===== src/rtl/ycbcr444_to_422.sv =====
// 4:4:4 to 4:2:2 YCbCr chroma subsampler: pair-averaged (or co-sited) chroma,
// three-register pipeline with one-pixel lookahead, sync/de delayed alongside data.
module ycbcr444_to_422 #(
    parameter bit         AVG_EN  = 1'b1,
    parameter logic [7:0] BLANK_Y = 8'd16,
    parameter logic [7:0] BLANK_C = 8'd128
) (
    input  logic       clk,
    input  logic       rst_n,
    input  logic [7:0] ycbcr_y,
    input  logic [7:0] ycbcr_cb,
    input  logic [7:0] ycbcr_cr,
    input  logic       ycbcr_hs,
    input  logic       ycbcr_vs,
    input  logic       ycbcr_de,
    output logic [7:0] yc_y,
    output logic [7:0] yc_c,
    output logic       yc_c_sel,
    output logic       yc_hs,
    output logic       yc_vs,
    output logic       yc_de
);

    typedef struct packed {
        logic [7:0] y;
        logic [7:0] cb;
        logic [7:0] cr;
        logic       odd;
        logic       hs;
        logic       vs;
        logic       de;
    } stage_t;

    // Rounded mean of two 8-bit samples; the 9-bit sum cannot overflow.
    function automatic logic [7:0] avg8(input logic [7:0] a, input logic [7:0] b);
        return 8'((9'(a) + 9'(b) + 9'd1) >> 1);
    endfunction

    logic       phase_q, phase_d;
    stage_t     s1_q, s1_d;
    stage_t     s2_q;
    logic [7:0] hold_q, hold_d;
    logic [7:0] y_q, y_d;
    logic [7:0] c_q, c_d;
    logic       sel_q, sel_d;
    logic       hs_q, vs_q, de_q;
    logic       partner;

    always_comb begin
        phase_d   = ycbcr_de ? ~phase_q : 1'b0;
        s1_d.y    = ycbcr_y;
        s1_d.cb   = ycbcr_cb;
        s1_d.cr   = ycbcr_cr;
        s1_d.odd  = phase_q;
        s1_d.hs   = ycbcr_hs;
        s1_d.vs   = ycbcr_vs;
        s1_d.de   = ycbcr_de;
    end

    assign partner = s1_q.de && s1_q.odd;

    // NOTE: every always_comb output gets a default first so no path infers a latch.
    always_comb begin
        y_d    = BLANK_Y;
        c_d    = BLANK_C;
        sel_d  = 1'b0;
        hold_d = hold_q;
        if (s2_q.de) begin
            y_d = s2_q.y;
            if (s2_q.odd) begin
                c_d   = hold_q;
                sel_d = 1'b1;
            end else if (partner) begin
                c_d    = AVG_EN ? avg8(s2_q.cb, s1_q.cb) : s2_q.cb;
                hold_d = AVG_EN ? avg8(s2_q.cr, s1_q.cr) : s2_q.cr;
            end else begin
                // Lone even pixel at a run end: its Cr is never emitted.
                c_d = s2_q.cb;
            end
        end
    end

    // NOTE: state registers use non-blocking assignments so all stages update together.
    always_ff @(posedge clk or negedge rst_n) begin
        if (!rst_n) begin
            phase_q <= 1'b0;
            s1_q    <= '0;
            s2_q    <= '0;
            hold_q  <= '0;
            y_q     <= '0;
            c_q     <= '0;
            sel_q   <= 1'b0;
            hs_q    <= 1'b0;
            vs_q    <= 1'b0;
            de_q    <= 1'b0;
        end else begin
            phase_q <= phase_d;
            s1_q    <= s1_d;
            s2_q    <= s1_q;
            hold_q  <= hold_d;
            y_q     <= y_d;
            c_q     <= c_d;
            sel_q   <= sel_d;
            hs_q    <= s2_q.hs;
            vs_q    <= s2_q.vs;
            de_q    <= s2_q.de;
        end
    end

    assign yc_y     = y_q;
    assign yc_c     = c_q;
    assign yc_c_sel = sel_q;
    assign yc_hs    = hs_q;
    assign yc_vs    = vs_q;
    assign yc_de    = de_q;

endmodule


===== config.mk =====
export PLATFORM = sky130hd
export DESIGN_NAME = ycbcr444_to_422
export DESIGN_NICKNAME = d
export VERILOG_FILES = /design/src/rtl/ycbcr444_to_422.sv
export SDC_FILE = /design/constraint.sdc
export NUM_CORES = 1
export LEC_CHECK = 0
export CORE_AREA = 2 2 76 78
export CTS_CLUSTER_SIZE = 16
export DETAILED_ROUTE_END_ITERATION = 16
export DIE_AREA = 0 0 78 80
export DONT_BUFFER_PORTS = 1
export GPL_ROUTABILITY_DRIVEN = 1
export PLACE_DENSITY = 0.74
export SLEW_MARGIN = 5
export SYNTH_ARGS = -nofsm -noshare
export SYNTH_HDL_FRONTEND = slang
export SYNTH_SLANG_ARGS = --single-unit

===== constraint.sdc =====
create_clock -name clk -period 2.5 [get_ports clk]
set_input_delay 0.5 -clock clk [delete_from_list [all_inputs] [get_ports clk]]
set_output_delay 0.5 -clock clk [all_outputs]
set_load 0.02 [all_outputs]

==> results of run 1 <==
cells in the mapped netlist (2+ instances only):
cell type,count,area [um^2]
xnor2_1,2,17.52
a21oi_1,17,85.08
nand2_1,13,48.80
dfrtp_1,85,2127
and3_1,3,18.77
o21a_1,4,30.03
a21o_1,4,30.03
a211oi_1,3,22.52
nor2b_1,2,12.51
o31ai_1,3,22.52
nor3_1,7,35.03
clkbuf_1,2,7.510
or2b_2,2,17.52
xor2_1,3,26.28
inv_1,5,18.77
nor2_1,14,52.55
o21ai_0,13,65.06
fa_1,2,40.04
ha_1,14,175.2
nand2b_1,2,12.51
and2_1,7,43.79
stage by stage:
stage | power, mW | hold WS, ns | util | cell area (um^2) | instances
after floorplan | 1.782 | 0.2044 | - | 3151 | 232
after global placement | 1.823 | 0.2060 | 0.5935 | 3208 | 300
after detailed placement | 1.838 | 0.2061 | 0.5935 | 3208 | 300
after CTS | 2.936 | 0.04662 | 0.6405 | 3462 | 317
after global routing | 3.046 | 0.05741 | 0.6405 | 3462 | 317
final | 2.905 | 0.04242 | 0.6410 | 3465 | 318
where the power goes:
| part | leakage (nW) | switching [mW] | internal (mW) | total, mW |
|---|---|---|---|---|
| clock | 0.116 | 0.489 | 0.576 | 1.07 |
| combinational | 0.461 | 0.151 | 0.116 | 0.267 |
| sequential | 1.02 | 0.0906 | 1.48 | 1.57 |
| total | 1.59 | 0.731 | 2.17 | 2.91 |
kinds of logic after synthesis:
logic type      share of synthesized area
flops                              0.6751
compound gates                     0.1251
simple gates                      0.09651
fa+ha+maj                         0.06831
buf+inv                           0.01747
xor+xnor                          0.01390
mux                              0.003574
placed cells by master (no fill, tap or decap), types with 2 or more instances in the layout:
| cell type | count |
|---|---|
| ha_1 | 14 |
| o21ai_0 | 13 |
| nor2b_1 | 2 |
| nor2_1 | 14 |
| o21a_1 | 4 |
| and2_1 | 7 |
| xnor2_1 | 2 |
| fa_1 | 2 |
| a21o_1 | 4 |
| dfrtp_1 | 85 |
| inv_1 | 5 |
| or2b_2 | 2 |
| nand2_1 | 13 |
| a21oi_1 | 17 |
| inv_6 | 2 |
| nand2b_1 | 2 |
| a211oi_1 | 3 |
| xor2_1 | 3 |
| bufinv_16 | 2 |
| o31ai_1 | 3 |
| clkbuf_8 | 9 |
| and3_1 | 3 |
| nor3_1 | 7 |
worst reg2reg max path: stages (launching register included):
cell       delay [ns]
dfrtp_1          0.39
or2_2            0.30
fa_1             0.40
a21o_1           0.18
a21oi_2          0.21
o21ai_0          0.12
a2111oi_0        0.39
nor2_1           0.09
final cells by class:
cell class | instances | area share
clock inverter | 7 | 0.02961
sequential | 85 | 0.6139
clock buffer | 9 | 0.03575
antenna | 1 | 0.0007223
tap | 72 | 0.02600
inverter | 6 | 0.006501
timing repair buffer | 1 | 0.007945
multi-input combinational | 137 | 0.2795
sequential cells by signal, indices dropped and copies added (netlist names):
register  count
s2_q         28
yc_c_sel      1
yc_vs         1
s1_q         28
phase_q       1
yc_de         1
hold_q        8
yc_y          8
yc_hs         1
yc_c          8
layer usage:
metal | up-vias | global-route usage
met4 | 0 | 0.07719
met2 | 58 | 0.2845
met5 | - | 0
li1 | 824 | -
met3 | 8 | 0.07805
met1 | 837 | 0.2193
what timing repair did:
action / in CTS / in global routing
hold buffers: 1 / 0
resized for setup: 0 / 0
hold endpoints to repair: 85 / 0
final timing paths:
kind                       startpoint  cells past startpoint         to  slack [ns]
setup / recovery              s2_q[4]                      7  hold_q[7]        0.29
hold / removal                  rst_n                      1    yc_y[0]        0.04
setup reg to reg              s2_q[4]                      7  hold_q[7]        0.29
hold reg to reg              s1_q[20]                      0   s2_q[20]        0.35
max in group asynchronous       rst_n                      1   s2_q[19]        2.16
min in group clk           ycbcr_y[6]                      0   s1_q[26]        0.16
==> results.toml, run 1 <==
[clock_tree]
tritoncts = "built"
cts_setup_buffers = 0
cts_root_buffer = "clkbuf_8"
htreeDepth = 3
clock_sinks = 85
clock_latency_ns = 0.35
path_clk_slew_ns = 0.09
cts_buffers = 9
max-clock-path-buffers = 2

[worst_setup_path]
path_delay_family = "compound AO/OA/AOI/OAI gates"
cp_max_fo = 4
critPathRequiredTime_ns = 2.73
start_kind = "flip-flop"
cp_num_buf_inv = 0
worst_path_max_delay_cell = "fa_1"
max_stage_delay_ns = 0.40
crit_type = "flip-flop to flip-flop"
crit_chain = "or2_2, fa_1, a21o_1, a21oi_2, o21ai_0, a2111oi_0, nor2_1"
endpoint_kind = "flip-flop"
worst-endpoint-arrival_ns = 2.43

[logic_synthesis]
avgSynthCellArea_um2 = 13.58
synthArstFlopShare = 1.000
syn_area_um2 = 3151
yosysWarnings = 0
ys_seq_area_frac = 0.6751
yosys_register_bits = 85
synthDistinctLibCells = 46
synth_edf_count = 0
ys.flop_type = "dfrtp_1"
syn_nets = 277
syn-instance-count = 232

[power]
peakVddDrop_mv = 0.4835
power.density_nw_per_um2 = 838.6
p_leak_nw = 1.592

[routing]
wl_met1_um = 2064
ant_nets = 0
drc = 0
wl_per_cell_um = 15.31
dr.first_iter.drc_count = 108
via_per_inst = 5.431
met3_length_um = 294
top_layer = "met4"
dr_wl_met2_um = 2402
num_vias = 1727
drt-pass1-iter-count = 6
drt_wl_total_um = 4867

[grt]
grt_first_pass_wirelength_um = 8245
antenna_found_initial = 1
grt_usage = 0.1807
grt_max_degree = 86
overflow = 0
grt_pass1_vias = 1742

[layout]
final_nets = 285
nFillCells = 387
drive_above_1_share = 0.1224
area_growth_pct = 9.968
seqCellArea_um2 = 2127
multi_input_area_um2 = 968.4

[job]
drv_cap = 0

[timing]
finalWorstSetupSlack_ns = 0.2940
worst_slew_pin_slew_ns = 0.5006
tns_ns = 0
fmax_mhz = 453.3
rsz0062_at_grt = "false"
finalHoldViolCount = 0
relSlewSlack = 0.6663
period_share = 0.8824
finalSetupViolations = 0
min_period_ns = 2.206
drv_slew = 0
clock_skew_ns = 0.008070

[placed_design]
gp_congestion = 0.8230
post-place-ws_ns = 0.3047
hpwl_um = 3246
numPortBuffers = 0

[die]
ios = 49
rows = 27
coreArea_um2 = 5405
initial_utilization = 0.5829
die_w_um = 78
die_area_um2 = 6240
die_h_um = 80

[run_status]
status = "complete, no violations"

[min_path]
hp-class = "primary input to asynchronous set/reset pin"
Note: power is estimated with default switching activity, not from simulation.
==> run 2, diff against run 1 <==
RECOVER_POWER = 100   (was unset)
TNS_END_PERCENT = 10   (was unset)
==> results.toml, run 2 (synthesized netlist as in run 1, its figures left out) <==
[worst_setup_path]
worst-endpoint-arrival_ns = 2.45
crit_chain = "or2_2, fa_1, a21o_1, a21oi_2, o21ai_0, a2111oi_0, nor2_1"
worst_path_max_delay_cell = "fa_1"
endpoint_kind = "flip-flop"
start_kind = "flip-flop"
cp_max_fo = 4
cp_num_buf_inv = 0
critPathRequiredTime_ns = 2.72
reg2reg_depth = 7
path_delay_family = "compound AO/OA/AOI/OAI gates"
r2r-end = "hold_q[7]"
timing.rr.start = "s2_q[4]"
max_stage_delay_ns = 0.40
r2r_setup_slack_ns = 0.27
crit_type = "flip-flop to flip-flop"

[routing]
drc = 0
dr.first_iter.drc_count = 111
drt-pass1-iter-count = 4
wl_per_cell_um = 15.27
num_vias = 1737
via_per_inst = 5.462
ant_nets = 0
drt_wl_total_um = 4857

[grt]
grt_first_pass_wirelength_um = 8245
antenna_found_initial = 1
overflow = 0
grt_usage = 0.1807
grt_max_degree = 86
grt_pass1_vias = 1742

[die]
coreArea_um2 = 5405
die_h_um = 80
die_w_um = 78
die_area_um2 = 6240
ios = 49
initial_utilization = 0.5829
rows = 27

[clock_tree]
htreeDepth = 3
max-clock-path-buffers = 2
path_clk_slew_ns = 0.09
tritoncts = "built"
cts_root_buffer = "clkbuf_8"
clock_latency_ns = 0.35
clock_sinks = 85
cts.repair.resized = 0
cts_buffers = 9

[layout]
area_growth_pct = 8.658
mostFrequentLayoutCells = "dfrtp_1 (85), a21oi_1 (17), nor2_1 (14), ha_1 (14)"
final_nets = 285
final_area_um2 = 3423
layout_commonest_cell = "dfrtp_1"
largestRegisters = "s1_q: 28 flops, s2_q: 28 flops"
fin_util = 0.6333
drive_above_1_share = 0.1102

[power]
peakVddDrop_mv = 0.4834
total_power_mw = 2.898
p_leak_nw = 1.574
power.density_nw_per_um2 = 846.5

[placed_design]
postPlaceCellArea_um2 = 3208
numPortBuffers = 0
hpwl_um = 3246
gp_congestion = 0.8230

[timing]
worst_slew_pin_slew_ns = 1.945
finalHoldViolCount = 0
period_share = 0.8908
rsz0062_at_grt = "false"
relSlewSlack = -0.2968
tns_ns = 0
min_period_ns = 2.227
drv_slew = 86
finalSetupViolations = 0
fmax_mhz = 449.0
clock_skew_ns = 0.008403

[min_path]
hold-path-endpoint = "s1_q[26]"
hold_start = "ycbcr_y[6]"
hp-class = "primary input to flip-flop"
holdPathStages = 0

[run_status]
violations = "max-capacitance violations, max-slew violations"
status = "complete, but fails checks"

[job]
drv_cap = 1
[run 2: timing repair]
action	in CTS	in global routing
endpoints found under the hold margin	85	0
hold buffers	1	0
setup buffers	0	0
[run 2: per-stage QoR]
| step | cells | hold WS (ns) | setup slack (ns) |
|---|---|---|---|
| 6_report | 318 | 0.1651 | 0.2730 |
| 3_3_place_gp | 300 | 0.2060 | 0.3778 |
| 3_5_place_dp | 300 | 0.2061 | 0.3047 |
| 5_1_grt | 317 | 0.1321 | 0.02561 |
| 4_1_cts | 317 | 0.04662 | 0.2742 |
| 2_1_floorplan | 232 | 0.2044 | 0.4673 |
[run 2: power by group]
group	total, mW	switching, mW	internal, mW
sequential	1.57	0.0903	1.48
clock	1.07	0.490	0.576
combinational	0.258	0.149	0.109
total	2.90	0.730	2.17
[run 2: routing by layer]
layer  wire length, um  GRT usage  vias up
li1                  -          -      834
met1              2040     0.2193      840
met2              2415     0.2845       54
met3               291    0.07805        9
met4               109    0.07719        0
met5                 0          0        -
[run 2: final cells by class]
class                           count  area, um^2
Sequential cell                    85        2127
Fill cell                         392        1982
Multi-Input combinational cell    137       949.7
Clock buffer                        9       123.9
Clock inverter                      7       102.6
Tap cell                           72       90.09
Inverter                            6       22.52
Timing Repair Buffer                1       5.005
Antenna cell                        1       2.502
[run 2: worst max-delay path by stage]
stage	from	end	slack (ns)	cells after the start
2_1_floorplan	s2_q[4]	hold_q[7]	0.47	7
6_report	s2_q[4]	hold_q[7]	0.27	7
4_1_cts	s2_q[4]	hold_q[7]	0.27	7
5_1_grt	s1_q[4]	hold_q[7]	0.03	7
3_3_place_gp	s2_q[4]	hold_q[7]	0.38	7
3_5_place_dp	s2_q[4]	hold_q[7]	0.30	7
[run 2: worst reg2reg max path, cell delays in order (launching register included)]
cell and delay [ns]:
dfrtp_1 0.39, or2_2 0.30, fa_1 0.40, a21o_1 0.18, a21oi_2 0.21, o21ai_0 0.12, a2111oi_0 0.40, nor2_1 0.10
==> run 3, diff against run 2 <==
SLEW_MARGIN = unset   (was 5)
==> results of run 3 <==
The final DEF is identical to that of run 2; final timing and power are the same.
